[src/rtl/tcdm_model_pkg.sv]
// Shared types, constants and helpers for the multi-bank TCDM bench model.
// Typedefs describe the default 32-bit / 4-byte / 2-bit-ID configuration.
package tcdm_model_pkg;

    typedef logic [31:0] addr_t;
    typedef logic [31:0] data_t;
    typedef logic [3:0]  be_t;
    typedef logic [1:0]  id_t;

    localparam int INIT_KEEP  = 0;
    localparam int INIT_CLEAR = 1;
    localparam int INIT_INDEX = 2;

    // Right-shifting Galois form of x^16 + x^14 + x^13 + x^11 + 1
    localparam logic [15:0] LFSR_TAPS = 16'hB400;

    function automatic int clog2_min1(input int v);
        return (v > 1) ? $clog2(v) : 1;
    endfunction

    function automatic logic [15:0] lfsr_step(input logic [15:0] s);
        return {1'b0, s[15:1]} ^ (s[0] ? LFSR_TAPS : 16'h0000);
    endfunction

endpackage

[src/rtl/tcdm_rr_arbiter.sv]
// Round-robin arbiter for one bank: one-hot grant to the first requester at or
// after the pointer; the pointer moves past the winner only when someone wins.
module tcdm_rr_arbiter
    import tcdm_model_pkg::*;
#(
    parameter int N = 4
) (
    input  logic         clk,
    input  logic         rst,
    input  logic [N-1:0] i_req,
    output logic [N-1:0] o_gnt
);

    localparam int PW = clog2_min1(N);

    logic [PW-1:0] r_ptr;
    logic [PW-1:0] w_next_ptr;
    logic          w_any;
    int            w_idx;

    always_comb begin
        o_gnt      = '0;
        w_any      = 1'b0;
        w_next_ptr = r_ptr;
        w_idx      = 0;
        for (int i = 0; i < N; i++) begin
            w_idx = int'(r_ptr) + i;
            if (w_idx >= N) w_idx = w_idx - N;
            if (!w_any && i_req[w_idx]) begin
                o_gnt[w_idx] = 1'b1;
                w_any        = 1'b1;
                w_next_ptr   = (w_idx == N - 1) ? '0 : PW'(w_idx + 1);
            end
        end
    end

    always_ff @(posedge clk) begin
        if (rst) begin
            r_ptr <= '0;
        end else if (w_any) begin
            r_ptr <= w_next_ptr;
        end
    end

endmodule

[config.mk]
export PLATFORM = sky130hd
export DESIGN_NAME = tcdm_rr_arbiter
export DESIGN_NICKNAME = d
export VERILOG_FILES = /design/src/rtl/tcdm_model_pkg.sv /design/src/rtl/tcdm_rr_arbiter.sv
export SDC_FILE = /design/constraint.sdc
export NUM_CORES = 1
export LEC_CHECK = 0
export ABC_CLOCK_PERIOD_IN_PS = 4400
export BUFFER_PORTS_ARGS = -buffer_cell sky130_fd_sc_hd__buf_2
export CAP_MARGIN = 20
export CORE_AREA = 2 2 39 41
export CTS_BUF_LIST = sky130_fd_sc_hd__clkbuf_8 sky130_fd_sc_hd__clkbuf_16
export CTS_CLUSTER_SIZE = 28
export DETAILED_ROUTE_END_ITERATION = 16
export DIE_AREA = 0 0 41 43
export HOLD_SLACK_MARGIN = 0.05
export PLACE_DENSITY = 0.67
export SYNTH_ARGS = -nofsm -noshare
export SYNTH_HDL_FRONTEND = slang
export SYNTH_SLANG_ARGS = --single-unit
[constraint.sdc]
create_clock -name clk -period 4.4 [get_ports clk]
set_input_delay 0.88 -clock clk [delete_from_list [all_inputs] [get_ports clk]]
set_output_delay 0.88 -clock clk [all_outputs]
set_load 0.02 [all_outputs]
; Yosys cells after proc, flatten, opt, wreduce, memory -nomap -nowiden
; Cells that the tools add are included.
[classes]
order_cmp = 12
n_div = 0
n_shift = 0
multipliers = 0
reduce_logical = 12
n_bitwise = 3
add_sub_neg = 11
mux = 40
n_eq_ne = 4
[ops]
columns = operator, n
row1 = $eq 32x3->1 const B, 4
row2 = $ge 32x1->1 const B, 4
row3 = $lt 32x4->1 const B, 4
row4 = $mux 32, 4
row5 = $mux 1, 16
row6 = $mux 2, 8
row7 = $mux 4, 4
row8 = $or 4x4->4, 3
row9 = $sub 3x3->4 const B, 3
row10 = $ge 3x3->1 const B, 3
row11 = $add 2x2->2 const B, 4
row12 = $bmux 1 s2, 4
row13 = $demux 1 s2, 4
row14 = $logic_and 1x1->1, 7
row15 = $add 2x2->3 const B, 2
row16 = $reduce_bool 4->1, 1
row17 = $sub 2x3->4 const B, 1
row18 = $add 2x1->3 const B, 1
row19 = $ge 2x3->1 const B, 1
row20 = $logic_not 1->1, 3
row21 = $reduce_and 2->1, 1
[totals]
mem_bits_rw = 0
wordCells = 83
input_bits = 6
regBits = 2
romBits = 0
mem_count = 0
latchBits = 0

; Longest topological paths before layout
; Gate-level depths: netlist of the first run.
[logic_depth]
ltp_word = 16
ltp_mapped = 10

; Least setup slack after synthesis of the first run
; Ideal clock, no wire load.
[synth_timing]
kind = reg2out
start = reg r_ptr[0]
end = out o_gnt[0]
path_slack_ns = 0.764
required_time_ns = 3.520
stages_incl_launch_ff = 11
t_arrival_ns = 2.756
path_buffers = 3
cell_sequence = dfxtp_1 buf_6 clkbuf_1 inv_1 ha_1 buf_2 mux4_2 or2_4 nor2_4 and2_4 a221o_1
[synth_between]
elab_chain_cells = 15
elab_cells_between_ends = 63
classes_between = add/sub (7) / order compare (12) / mux (31) / bitwise (3) / reduce/logical (10)
[synth_rtl]
columns = element, line
row1 = start: declaration, tcdm_rr_arbiter.sv:16  ; logic [PW-1:0] r_ptr;
row2 = start signal: assignment, tcdm_rr_arbiter.sv:41  ; r_ptr <= w_next_ptr;
row3 = "parallel branches: the longest is 14 deep, another holds $ge 32x1->1", -
row4 = $mux 4 (*), tcdm_rr_arbiter.sv:29  ; if (!w_any && i_req[w_idx]) begin
row5 = end: declaration, tcdm_rr_arbiter.sv:11  ; output logic [N-1:0] o_gnt
; Mark *: on every way between the ends. The select of a mux whose other input is x is not followed.

; Final worst setup path of the first run
[layout_timing]
start = reg r_ptr[1]
end = out o_gnt[0]
; Same word-level chain as after synthesis.

==> flow_metrics.env, run 1 <==
export IMPL_status="completed"
export IMPL_initial_core_util_pct=44.1
export IMPL_relSlewSlack_pct=74.1
export IMPL_syn_to_final_growth_pct=11.3
export IMPL_period_share_pct=87.5
export IMPL_final_hold_viol_count=0
export IMPL_ys_flop_type="dfxtp_1"
export IMPL_grt_pass1_vias=492
export IMPL_switchingPower_mw=0.281
export IMPL_crit_path_start_kind="flip-flop"
export IMPL_cts_hold_fix_buffers=0
export IMPL_p_per_area_nw_per_um2=820
export IMPL_hpwl_um=994
export IMPL_vias=591
export IMPL_diodes=0
export IMPL_worstPathArrival_ps=2970
export IMPL_clock_latency_ps=210
export IMPL_rows=14
export IMPL_ctsResizeCount=0
export IMPL_dieWidth_um=41
export IMPL_grt_start_max_net_pins=19
export IMPL_gp_congestion=0.852
export IMPL_rsz0062_at_grt="no"
export IMPL_top_layer="met4"
export IMPL_netlist_area_um2=611
export IMPL_crit_required_ps=3520
export IMPL_grt_use_total_pct=18.6
export IMPL_clockBufferDepth=2
export IMPL_syn_mean_instance_area_um2=8.60
export IMPL_post_drt_wl_per_cell_um=15.4
export IMPL_cts_setup_buffers=0
export IMPL_coreArea_um2=1380
export IMPL_wirelength_met1_um=607
export IMPL_fin_crit_ps=3850
export IMPL_top_regs="r_ptr (2)"
export IMPL_fmax_mhz=260
export IMPL_io_pins=10
export IMPL_setup_violations=0
export IMPL_antenna_found_initial=0
export IMPL_critical_path_max_stage_delay_ps=620
export IMPL_worstSetupPathType="reg2out"
export IMPL_die_h_um=43
export IMPL_path_max_fanout=9
export IMPL_finClkSkew_ps=4.45
export IMPL_antenna_left=0
export IMPL_final_cell_mix="buf_2, ha_1, nor2_1, nor3_1"
export IMPL_hold_depth=4
export IMPL_cts_tree="done"
export IMPL_placed_cell_area_um2=638
export IMPL_tns_ps=0
export IMPL_clkPwrFrac_pct=13.2
export IMPL_tightest_slew_ps=387
export IMPL_p_sw_share_pct=50.4
export IMPL_seq_area_frac_synth_pct=6.56
export IMPL_design_power_total_mw=0.557
export IMPL_ys_async_sr_fraction_pct=0
export IMPL_fin_util_pct=49.1
export IMPL_p_seq_share_pct=7.1
export IMPL_cp_end_kind="output port"
export IMPL_path_cells="inv_1 -> ha_1 -> mux4_2 -> or2_4 -> nor2_4 -> and2_4 -> a221o_1 -> buf_2"
export IMPL_nNetsFinal=93
export IMPL_h_tree_depth=1
export IMPL_drt_iter0_drc=18
export IMPL_path_clk_slew_ps=30
export IMPL_grt_pass1_wl_mm=2.26
export IMPL_grt_overflow_total=0
export IMPL_multiInputGateArea_um2=514
export IMPL_hp_class="reg2reg"
export IMPL_route_detailed_drc=0
export IMPL_io_buffers=9
export IMPL_largest_reg_flops=2
export IMPL_mostFrequentLayoutCell="buf_2"
export IMPL_wl_met2_um=759
export IMPL_hold_ws_ps=834
export IMPL_reg2regPathDepth=7
export IMPL_drt_wl_total_mm=1.44
export IMPL_drv_cap=0
export IMPL_viasPerCell=6.35
export IMPL_cts_buffers=3
export IMPL_internal_power_mw=0.276
export IMPL_design_area_um2=679
export IMPL_dr_wl_met3_um=56
export IMPL_drive_above_1_share_pct=26.0
export IMPL_pwr_share_comb_pct=79.7
export IMPL_worst_ir_drop_vdd_mv=0.301
export IMPL_area_sequential_um2=40.0
export IMPL_synth_edf_count=0
export IMPL_synth_seq_cells=2
export IMPL_firstDrtPassIters=4
export IMPL_slew_violations=0
export IMPL_postSynthCellCount=71
export IMPL_cts_sinks=2
export IMPL_synth_nets=85
export IMPL_p_leak_nw=0.280
export IMPL_cts_root_buffer="clkbuf_8"
export IMPL_critPathSlowestCell="mux4_2"
export IMPL_die_area_um2=1760
export IMPL_ys_warnings_count=0
export IMPL_fillCellCount=134
export IMPL_netlist_cell_type_count=31
export IMPL_regMostFlops="r_ptr"
synth_stat cells, drive strengths merged, types with 3 or more instances:
cell | n | area share, %
nor2 | 7 | 5.5
nand3 | 3 | 2.5
a221o | 4 | 6.6
a22oi | 4 | 4.9
ha | 8 | 16
inv | 3 | 1.8
buf | 5 | 6.1
mux2i | 4 | 6.6
mux4 | 4 | 15
nor3 | 5 | 4.1
logic make-up (layout without fill, tap and decap cells):
family / count (synthesis) / in the layout / share of synthesized area (%)
buf+inv: 10 / 16 / 9.22
simple gates: 23 / 23 / 20.5
fa+ha+maj: 8 / 8 / 16.4
mux: 9 / 9 / 23.8
compound gates: 19 / 19 / 23.6
flops: 2 / 2 / 6.56
path summary, 6_finish.rpt:
path / start / end / slack, ps
worst min-delay path: r_ptr[0] / r_ptr[0] / 830
worst min register to register: r_ptr[0] / r_ptr[0] / 830
worst max-delay path: r_ptr[1] / o_gnt[0] / 550
worst max register to register: r_ptr[1] / r_ptr[1] / 1670
power groups by stage:
| stage | clock network [mW] | logic [mW] | registers [mW] |
|---|---|---|---|
| 6_report | 0.0734 | 0.444 | 0.0398 |
| 5_1_grt | 0.0779 | 0.484 | 0.0407 |
| 4_1_cts | 0.0746 | 0.440 | 0.0398 |
| 3_5_place_dp | 0 | 0.438 | 0.0394 |
| 3_3_place_gp | 0 | 0.435 | 0.0379 |
| 2_1_floorplan | 0 | 0.369 | 0.0411 |
critical path, delay by kind of cell (launching register included):
| family | cells | cell delay [ps] |
|---|---|---|
| flops | 1 | 540 |
| buf+inv | 2 | 390 |
| compound gates | 1 | 130 |
| fa+ha+maj | 1 | 520 |
| mux | 1 | 620 |
| simple gates | 3 | 560 |
per-stage QoR:
| step | setup slack, ps | cells |
|---|---|---|
| floorplan | 764 | 71 |
| global placement | 889 | 90 |
| detailed placement | 808 | 90 |
| CTS | 551 | 93 |
| global route | 408 | 93 |
| finish | 549 | 93 |
area by class of cell:
type / count / share of cell area (%)
clock buffer: 3 / 6.08
timing repair buffer: 10 / 7.73
multi-input combinational: 59 / 75.7
inverter: 3 / 1.66
sequential: 2 / 5.89
tap: 16 / 2.95
layer usage:
metal	vias to the layer above	track usage [%]
li1	288	-
met3	2	3.14
met2	22	28.4
met4	0	8.00
met5	-	0
met1	279	24.8
Power figures use the tool's default switching activity.
==> run 2: changes to the inputs <==
==> constraint.sdc (replaced) <==
create_clock -name clk -period 4.4 [get_ports clk]
set_input_delay 0 -clock clk [delete_from_list [all_inputs] [get_ports clk]]
set_output_delay 0 -clock clk [all_outputs]
set_load 0.02 [all_outputs]
==> run 2 against run 1 <==
Maximum frequency grew 20%. Largest power group unchanged. Utilization grew 0.18 points. Largest cell class unchanged. Non-clock buffer count did not move. Count of clock-buffer cells in the layout unchanged. Register-to-register slack got worse by 220 ps. Via count shrank 0.85%.
==> flow_metrics.env, run 2 (synthesis gave the netlist of run 1 again) <==
export IMPL_status="completed"
export IMPL_critical_path_max_stage_delay_ps=740
export IMPL_top_regs="r_ptr (2)"
export IMPL_io_pins=10
export IMPL_drt_iter0_drc=26
export IMPL_hp_class="in2reg"
export IMPL_worst_ir_drop_vdd_mv=0.338
export IMPL_critPathLaunch="r_ptr[0]"
export IMPL_fillCellCount=133
export IMPL_diodes=0
export IMPL_cts_sinks=2
export IMPL_hp_start="i_req[3]"
export IMPL_worstPathArrival_ps=3210
export IMPL_post_drt_wl_per_cell_um=13.7
export IMPL_die_h_um=43
export IMPL_clkPwrFrac_pct=13.0
export IMPL_coreArea_um2=1380
export IMPL_cts_hold_fix_buffers=1
export IMPL_firstDrtPassIters=4
export IMPL_grt_overflow_total=0
export IMPL_antenna_found_initial=0
export IMPL_hold_ws_ps=250
export IMPL_path_delay_family="flip-flops"
export IMPL_cts_tree="done"
export IMPL_r2r_start="r_ptr[0]"
export IMPL_pwr_share_comb_pct=74.9
export IMPL_gp_congestion=0.826
export IMPL_final_cell_mix="buf_2, ha_1, nor2_1, nor3_1"
export IMPL_path_max_fanout=19
export IMPL_regMostFlops="r_ptr"
export IMPL_die_area_um2=1760
export IMPL_cts_buffers=3
export IMPL_grt_use_total_pct=17.7
export IMPL_viasPerCell=6.30
export IMPL_ctsResizeCount=0
export IMPL_p_sw_share_pct=50.0
export IMPL_internal_power_mw=0.270
export IMPL_clockBufferDepth=2
export IMPL_grt_start_max_net_pins=20
export IMPL_rsz0062_at_grt="no"
export IMPL_h_tree_depth=1
export IMPL_antenna_left=0
export IMPL_tns_ps=0
export IMPL_critPathSlowestCell="dfxtp_1"
export IMPL_p_per_area_nw_per_um2=793
export IMPL_dieWidth_um=41
export IMPL_worstSetupPathType="reg2out"
export IMPL_final_hold_viol_count=0
export IMPL_cts_setup_buffers=0
export IMPL_cts_root_buffer="clkbuf_8"
export IMPL_switchingPower_mw=0.271
export IMPL_multiInputGateArea_um2=514
export IMPL_area_sequential_um2=40.0
export IMPL_drv_cap=0
export IMPL_cp_num_buf_inv=2
export IMPL_setup_violations=0
export IMPL_relSlewSlack_pct=54.9
export IMPL_vias=586
export IMPL_rows=14
export IMPL_cp_end_kind="output port"
export IMPL_slew_violations=0
export IMPL_path_clk_slew_ps=30
export IMPL_grt_pass1_vias=489
export IMPL_hpwl_um=916
export IMPL_fin_crit_ps=3210
export IMPL_p_seq_share_pct=12.1
export IMPL_grt_pass1_wl_mm=2.21
export IMPL_largest_reg_flops=2
export IMPL_nNetsFinal=93
export IMPL_tightest_slew_ps=676
export IMPL_io_buffers=9
export IMPL_crit_required_ps=4400
export IMPL_drt_wl_total_mm=1.28
export IMPL_drive_above_1_share_pct=24.7
export IMPL_finClkSkew_ps=0.793
export IMPL_path_cells="inv_1 -> ha_1 -> mux4_2 -> or2_4 -> nor2_4 -> and2_4 -> a221o_1 -> buf_2"
export IMPL_syn_to_final_growth_pct=11.7
export IMPL_crit_path_start_kind="flip-flop"
export IMPL_fmax_mhz=311
export IMPL_initial_core_util_pct=44.1
export IMPL_clock_latency_ps=210
export IMPL_route_detailed_drc=0
export IMPL_mostFrequentLayoutCell="buf_2"
export IMPL_period_share_pct=73.1
export IMPL_p_leak_nw=0.279
==> run 2: power groups by stage <==
stage | clock [mW] | sequential (mW) | combinational, mW
floorplan | 0 | 0.0411 | 0.369
global placement | 0 | 0.0658 | 0.401
detailed placement | 0 | 0.0661 | 0.402
CTS | 0.0723 | 0.0654 | 0.403
global route | 0.0759 | 0.0715 | 0.448
finish | 0.0705 | 0.0653 | 0.405
==> run 2: worst reg2reg max path, delay by kind of cell (launching register included) <==
kind / cells / cell delay, ps
buf+inv: 1 / 270
fa+ha+maj: 1 / 540
simple gates: 2 / 390
mux: 1 / 620
flops: 1 / 740
compound gates: 2 / 290
==> run 2: cell type report <==
type                       count  area share [%]
timing repair buffer          10            8.07
tap                           16            2.94
sequential                     2            5.87
clock buffer                   3            6.06
multi-input combinational     59            75.4
inverter                       3            1.65
==> run 2: per-layer routing <==
| layer | track usage, % | wire (um) | vias to the layer above |
|---|---|---|---|
| met2 | 26.6 | 594 | 21 |
| met1 | 25.6 | 597 | 275 |
| li1 | - | - | 288 |
| met5 | 0 | 0 | - |
| met4 | 2.00 | 3 | 0 |
| met3 | 4.71 | 80 | 2 |
==> run 2: final timing paths <==
kind / end / slack [ps] / cells after the start
worst max-delay path: o_gnt[3] / 1190 / 8
worst min-delay path: r_ptr[0] / 250 / 4
worst max register to register: r_ptr[1] / 1450 / 7
worst min register to register: r_ptr[0] / 990 / 3
==> run 2: per-stage QoR <==
stage	instance area, um2	power (mW)	std cells	util (%)	worst slack (ps)
5_1_grt	682	0.596	93	49.3	908
4_1_cts	682	0.541	93	49.3	1170
3_5_place_dp	631	0.468	89	45.6	1380
2_1_floorplan	611	0.411	71	-	1640
6_report	682	0.541	93	49.3	1190
3_3_place_gp	631	0.467	89	45.6	1410
